File: config.mk
export PLATFORM = sky130hd
export DESIGN_NAME = csr_access_unit_flat
export DESIGN_NICKNAME = d
export VERILOG_FILES = /design/src/rtl/csr_access_unit_if.sv /design/src/rtl/csr_access_unit.sv /design/src/flat_wrapper.sv
export SDC_FILE = /design/constraint.sdc
export NUM_CORES = 1
export LEC_CHECK = 0
export ABC_AREA = 1
export CAP_MARGIN = 10
export CELL_PAD_IN_SITES_DETAIL_PLACEMENT = 1
export CELL_PAD_IN_SITES_GLOBAL_PLACEMENT = 1
export CORE_MARGIN = 2
export CORE_UTILIZATION = 29
export DETAILED_ROUTE_END_ITERATION = 12
export GPL_TIMING_DRIVEN = 0
export PLACE_DENSITY_LB_ADDON = 0.1
export SLEW_MARGIN = 20
export SYNTH_ARGS = -nofsm -noshare
export SYNTH_HDL_FRONTEND = slang
export SYNTH_SLANG_ARGS = --single-unit
File: constraint.sdc
create_clock -name clock -period 1.5 [get_ports clock]
set_input_delay 0.225 -clock clock [delete_from_list [all_inputs] [get_ports clock]]
set_output_delay 0.225 -clock clock [all_outputs]
set_load 0.005 [all_outputs]
File: src/rtl/csr_access_unit_if.sv
// Request/response and CSR-file port bundle for csr_access_unit.
// The unit is the master; the core and CSR file together form the slave side.
interface csr_access_unit_if #(
  parameter int unsigned DATA_W = 32
);
  logic              req_valid;
  logic              req_ready;
  logic [1:0]        req_op;
  logic [11:0]       req_addr;
  logic [DATA_W-1:0] req_src;
  logic              req_src_zero;
  logic              resp_valid;
  logic              resp_ready;
  logic [DATA_W-1:0] resp_rdata;
  logic              resp_illegal;
  logic [11:0]       csr_addr;
  logic [DATA_W-1:0] csr_rdata;
  logic              csr_we;
  logic [DATA_W-1:0] csr_wdata;

  modport master (
    input  req_valid, req_op, req_addr, req_src, req_src_zero,
    input  resp_ready, csr_rdata,
    output req_ready, resp_valid, resp_rdata, resp_illegal,
    output csr_addr, csr_we, csr_wdata
  );

  modport slave (
    output req_valid, req_op, req_addr, req_src, req_src_zero,
    output resp_ready, csr_rdata,
    input  req_ready, resp_valid, resp_rdata, resp_illegal,
    input  csr_addr, csr_we, csr_wdata
  );
endinterface

File: src/rtl/csr_access_unit.sv
// Zicsr read-modify-write sequencer: IDLE -> READ -> WRITE -> RESP,
// one request in flight, old CSR value or illegal flag returned to the core.
module csr_access_unit #(
  parameter int unsigned DATA_W = 32
) (
  input  logic               clock,
  input  logic               reset,
  csr_access_unit_if.master  bus
);

  typedef enum logic [1:0] {
    S_IDLE,
    S_READ,
    S_WRITE,
    S_RESP
  } state_t;

  state_t            r_state;
  state_t            w_next;

  logic [1:0]        r_op;
  logic [11:0]       r_addr;
  logic [DATA_W-1:0] r_src;
  logic              r_src_zero;
  logic [DATA_W-1:0] r_old;
  logic              r_need_wr;
  logic              r_illegal;

  logic              w_need_wr;
  logic              w_illegal;
  logic [DATA_W-1:0] w_new;

  // RW always writes; RS/RC write only when the rs1/zimm field is non-zero.
  assign w_need_wr = (r_op == 2'b01) || (r_op[1] && !r_src_zero);
  assign w_illegal = (r_op == 2'b00) || (w_need_wr && (r_addr[11:10] == 2'b11));

  always_comb begin
    w_new = r_old;
    unique case (r_op)
      2'b01:   w_new = r_src;
      2'b10:   w_new = r_old | r_src;
      2'b11:   w_new = r_old & ~r_src;
      default: w_new = r_old;
    endcase
  end

  always_ff @(posedge clock) begin
    if (reset) r_state <= S_IDLE;
    else       r_state <= w_next;
  end

  always_ff @(posedge clock) begin
    if (reset) begin
      r_op       <= '0;
      r_addr     <= '0;
      r_src      <= '0;
      r_src_zero <= 1'b0;
      r_old      <= '0;
      r_need_wr  <= 1'b0;
      r_illegal  <= 1'b0;
    end else begin
      case (r_state)
        S_IDLE: begin
          if (bus.req_valid) begin
            r_op       <= bus.req_op;
            r_addr     <= bus.req_addr;
            r_src      <= bus.req_src;
            r_src_zero <= bus.req_src_zero;
          end
        end
        S_READ: begin
          r_old     <= bus.csr_rdata;
          r_need_wr <= w_need_wr;
          r_illegal <= w_illegal;
        end
        default: ;
      endcase
    end
  end

  // Address register doubles as csr_addr so it holds the last request outside READ/WRITE.
  assign bus.csr_addr = r_addr;

  always_comb begin
    w_next           = r_state;
    bus.req_ready    = 1'b0;
    bus.resp_valid   = 1'b0;
    bus.resp_rdata   = '0;
    bus.resp_illegal = 1'b0;
    bus.csr_we       = 1'b0;
    bus.csr_wdata    = '0;
    case (r_state)
      S_IDLE: begin
        bus.req_ready = 1'b1;
        if (bus.req_valid) w_next = S_READ;
      end
      S_READ: begin
        w_next = S_WRITE;
      end
      S_WRITE: begin
        // Masked by reset so a strobe pending at the reset edge never lands.
        bus.csr_we    = r_need_wr && !r_illegal && !reset;
        bus.csr_wdata = w_new;
        w_next        = S_RESP;
      end
      S_RESP: begin
        bus.resp_valid   = 1'b1;
        bus.resp_rdata   = r_illegal ? '0 : r_old;
        bus.resp_illegal = r_illegal;
        if (bus.resp_ready) w_next = S_IDLE;
      end
      default: w_next = S_IDLE;
    endcase
  end

endmodule

File: src/flat_wrapper.sv
// flat-port wrapper written by rule: the top's interface ports become plain ports
module csr_access_unit_flat 
#(
  parameter int unsigned DATA_W = 32
)
  (clock, reset, bus_req_valid, bus_req_op, bus_req_addr, bus_req_src, bus_req_src_zero, bus_resp_ready, bus_csr_rdata, bus_req_ready, bus_resp_valid, bus_resp_rdata, bus_resp_illegal, bus_csr_addr, bus_csr_we, bus_csr_wdata);
  csr_access_unit_if #(.DATA_W(DATA_W)) bus_i ();
  input  logic clock;
  input  logic reset;
  input wire logic [$bits(bus_i.req_valid)-1:0] bus_req_valid;
  input wire logic [$bits(bus_i.req_op)-1:0] bus_req_op;
  input wire logic [$bits(bus_i.req_addr)-1:0] bus_req_addr;
  input wire logic [$bits(bus_i.req_src)-1:0] bus_req_src;
  input wire logic [$bits(bus_i.req_src_zero)-1:0] bus_req_src_zero;
  input wire logic [$bits(bus_i.resp_ready)-1:0] bus_resp_ready;
  input wire logic [$bits(bus_i.csr_rdata)-1:0] bus_csr_rdata;
  output wire logic [$bits(bus_i.req_ready)-1:0] bus_req_ready;
  output wire logic [$bits(bus_i.resp_valid)-1:0] bus_resp_valid;
  output wire logic [$bits(bus_i.resp_rdata)-1:0] bus_resp_rdata;
  output wire logic [$bits(bus_i.resp_illegal)-1:0] bus_resp_illegal;
  output wire logic [$bits(bus_i.csr_addr)-1:0] bus_csr_addr;
  output wire logic [$bits(bus_i.csr_we)-1:0] bus_csr_we;
  output wire logic [$bits(bus_i.csr_wdata)-1:0] bus_csr_wdata;
  assign bus_i.req_valid = bus_req_valid;
  assign bus_i.req_op = bus_req_op;
  assign bus_i.req_addr = bus_req_addr;
  assign bus_i.req_src = bus_req_src;
  assign bus_i.req_src_zero = bus_req_src_zero;
  assign bus_i.resp_ready = bus_resp_ready;
  assign bus_i.csr_rdata = bus_csr_rdata;
  assign bus_req_ready = bus_i.req_ready;
  assign bus_resp_valid = bus_i.resp_valid;
  assign bus_resp_rdata = bus_i.resp_rdata;
  assign bus_resp_illegal = bus_i.resp_illegal;
  assign bus_csr_addr = bus_i.csr_addr;
  assign bus_csr_we = bus_i.csr_we;
  assign bus_csr_wdata = bus_i.csr_wdata;
  csr_access_unit #(.DATA_W(DATA_W)) u_core (.clock(clock), .reset(reset), .bus(bus_i));
endmodule
==> qor.txt <==
Via count: 5034
Worst-skew pair later-pin latency: 350 ps
Sequential element share of the synthesized area: 40.7%
Clock transition at path regs: 70 ps
Clk sinks: 83
CP max FO: 8
I/O pin cnt: 163
Avg Cell Area, Syn: 6.45 sq um
Worst path required time: 1270 ps
R2R depth: 7
DPL Wire Length: 11.6 mm
Status: finished, violations left
Largest net degree at the start of global routing: 13
Worst clock skew: 7.51 ps
Worst-margin pin slew: 397 ps
Final worst-path cycle share: 124%
DRT antenna net count: 0
Hold_sp: bus_csr_rdata[29]
Post-Route WL: 17.8 mm
WP data arrival: 1630 ps
Hold Crit Class: input pin to flip-flop
Synth Instances: 633
Grt ovf: 0
Worst rel slew slack: 73.5%
Leading area contributor after synthesis: dfxtp_1
CP endpoint kind: output port
FF+latch area: 1680 sq um
H-Tree Depth: 3
Leakage: 3.30 nW
CP startpoint: u_core.r_op[1]
Initial Util: 29.5%
FP Rows: 43
Post-synth EDFFs: 0
Hold Fails Final Rpt: 0
Filler cell count: 1696
RSZ-0062 raised after global routing: yes
Synth Warn #: 0
Maxcap violations: 0
Root Buffer Master: clkbuf_16
PortBufs: 162
Worst Setup Start Kind: flip-flop
Predominant post-synthesis flop cell: dfxtp_1
Final setup violation count: 66
Max rail drop VDD: 0.750 mV
R2r startpoint: u_core.r_state[1]
Flop-to-flop setup slack: 60 ps
Synth cell types: 17
Register bit total from synthesis: 83
Routed len/inst: 17.3 um
Area contributors post-synth: dfxtp_1 41%, nand2_1 13%, nor2_1 11%
Pre-CTS setup slack: -791 ps
CTS tree: yes
Layout area overhead: 81.9%
Non-Filler Instances: 1028
P per Cell Area: 1690 nW/um^2
First-pass GRT wire length: 27.1 mm
Final Net Count: 932
Setup WS post-layout: -355 ps
Dpl cells: 975
# hold bufs at CTS: 0
Vias/cell: 4.90
FMAX: 539 MHz
# DRC: 0
Starting DRT DRC Count: 212
Antenna Cells: 0
Die width: 123 um
Total power: 12.5 mW
Inserted Clock Buffers: 9
Initial antenna violation count: 0
DR pass1 iterations: 4
Layout Utilization: 53.7%
Die Height: 123 um
Tot GR Track Use: 23.5%
Core ar.: 13800 sq um
Multi-input combinational cell area: 2700 sq um
Top cell type's share of synthesized area: 40.7%
Failing checks: setup timing
Synth cell count leaders: 138 x nand2_1, 125 x nor2_1, 83 x dfxtp_1
Critical setup path kind: flip-flop to output port
Synth async-reset ratio: 0%
CTS Buffer Depth: 2
Fraction of layout cells with a size suffix above 1: 38.0%
Setup total negative slack: -17480 ps
Count leader, synth: nand2_1
Total nets after synthesis: 721
Global placement routability congestion: 0.784
Die Area: 15000 sq um
Final max-slew violation count: 0
Crit path time final: 1860 ps
Cell Area, Synth: 4080 sq um
Vias in the first global route: 5272
Hold Path Stages: 3
==> worst max-delay path: stages, from the launching register on <==
cell	delay, ps
dfxtp_4	360
inv_4	60
nand2_4	60
buf_8	120
buf_12	150
buf_16	150
nand2_4	50
nand2_2	50
a21oi_2	140
buf_2	130
==> what timing repair did <==
action,4_1_cts,5_1_grt
endpoints found under the setup margin,145,118
pin swaps,43,40
setup buffers,27,8
gates cloned,7,2
gates resized for setup,480,131
==> area by class of cell <==
type / count / share of cell area, %
tap: 180 / 3.03
sequential: 83 / 22.6
inverter: 43 / 2.38
timing repair buffer: 203 / 25.0
buffer: 47 / 6.93
multi-input combinational: 457 / 36.3
clock inverter: 2 / 0.135
clock buffer: 13 / 3.64
==> metal layers <==
layer	up-vias	part of all wire, %	track usage, %
li1	2443	-	-
met1	2440	42	28.9
met2	134	51	40.8
met3	17	6.2	4.88
met4	0	1.5	7.54
met5	-	0	0
==> sequential cells by signal, summed over array words and instances, names as in the netlist <==
register,cells
u_core.r_src,32
u_core.r_src_zero,1
u_core.bus.csr_addr,12
u_core.r_op,2
u_core.r_state,2
u_core.r_illegal,1
u_core.r_need_wr,1
u_core.r_old,32
==> placed cells by master (no fill, tap or decap), types with 4 or more instances in the layout <==
master | netlist | final
clkbuf_16 | 0 | 18
clkbuf_8 | 0 | 5
buf_8 | 0 | 9
inv_1 | 42 | 36
a21oi_1 | 71 | 42
buf_4 | 0 | 20
clkdlybuf4s15_2 | 0 | 4
nor2_2 | 0 | 15
dfxtp_1 | 83 | 78
clkdlybuf4s50_1 | 0 | 92
o21ai_0 | 78 | 64
nand2_1 | 138 | 67
clkbuf_4 | 0 | 4
nor2_1 | 125 | 108
nand2_2 | 1 | 41
buf_12 | 0 | 7
nand3_1 | 34 | 13
a21oi_2 | 0 | 29
buf_2 | 13 | 63
nand3_4 | 0 | 6
clkbuf_2 | 1 | 14
o21ai_1 | 3 | 17
buf_6 | 7 | 19
nand3_2 | 0 | 15
nand2_4 | 0 | 30
==> path summary, 6_finish.rpt <==
check	endpoint
worst max-delay path	bus_csr_wdata[30]
worst min-delay path	u_core.r_old[29]
worst max register to register	u_core.r_old[8]
worst min register to register	u_core.r_src[9]
==> stage by stage <==
step | instance area, sq um | hold WS [ps]
2_1_floorplan | 4080 | 360
3_3_place_gp | 5930 | 454
3_5_place_dp | 5930 | 467
4_1_cts | 7040 | 459
5_1_grt | 7420 | 468
6_report | 7420 | 458
==> logic make-up after synthesis <==
family | after synthesis | share of synthesized area (%)
adders and majority gates | 5 | 1.53
buffers and inverters | 93 | 10.3
DFF | 83 | 40.7
AOI/OAI and AO/OA | 152 | 18.6
and+or+nand+nor | 300 | 28.8
==> report_power, final <==
part	switching (mW)	internal [mW]
Combinational	3.56	3.05
Clock	0.920	1.25
Sequential	0.762	3.00
Power figures use the tool's default switching activity.
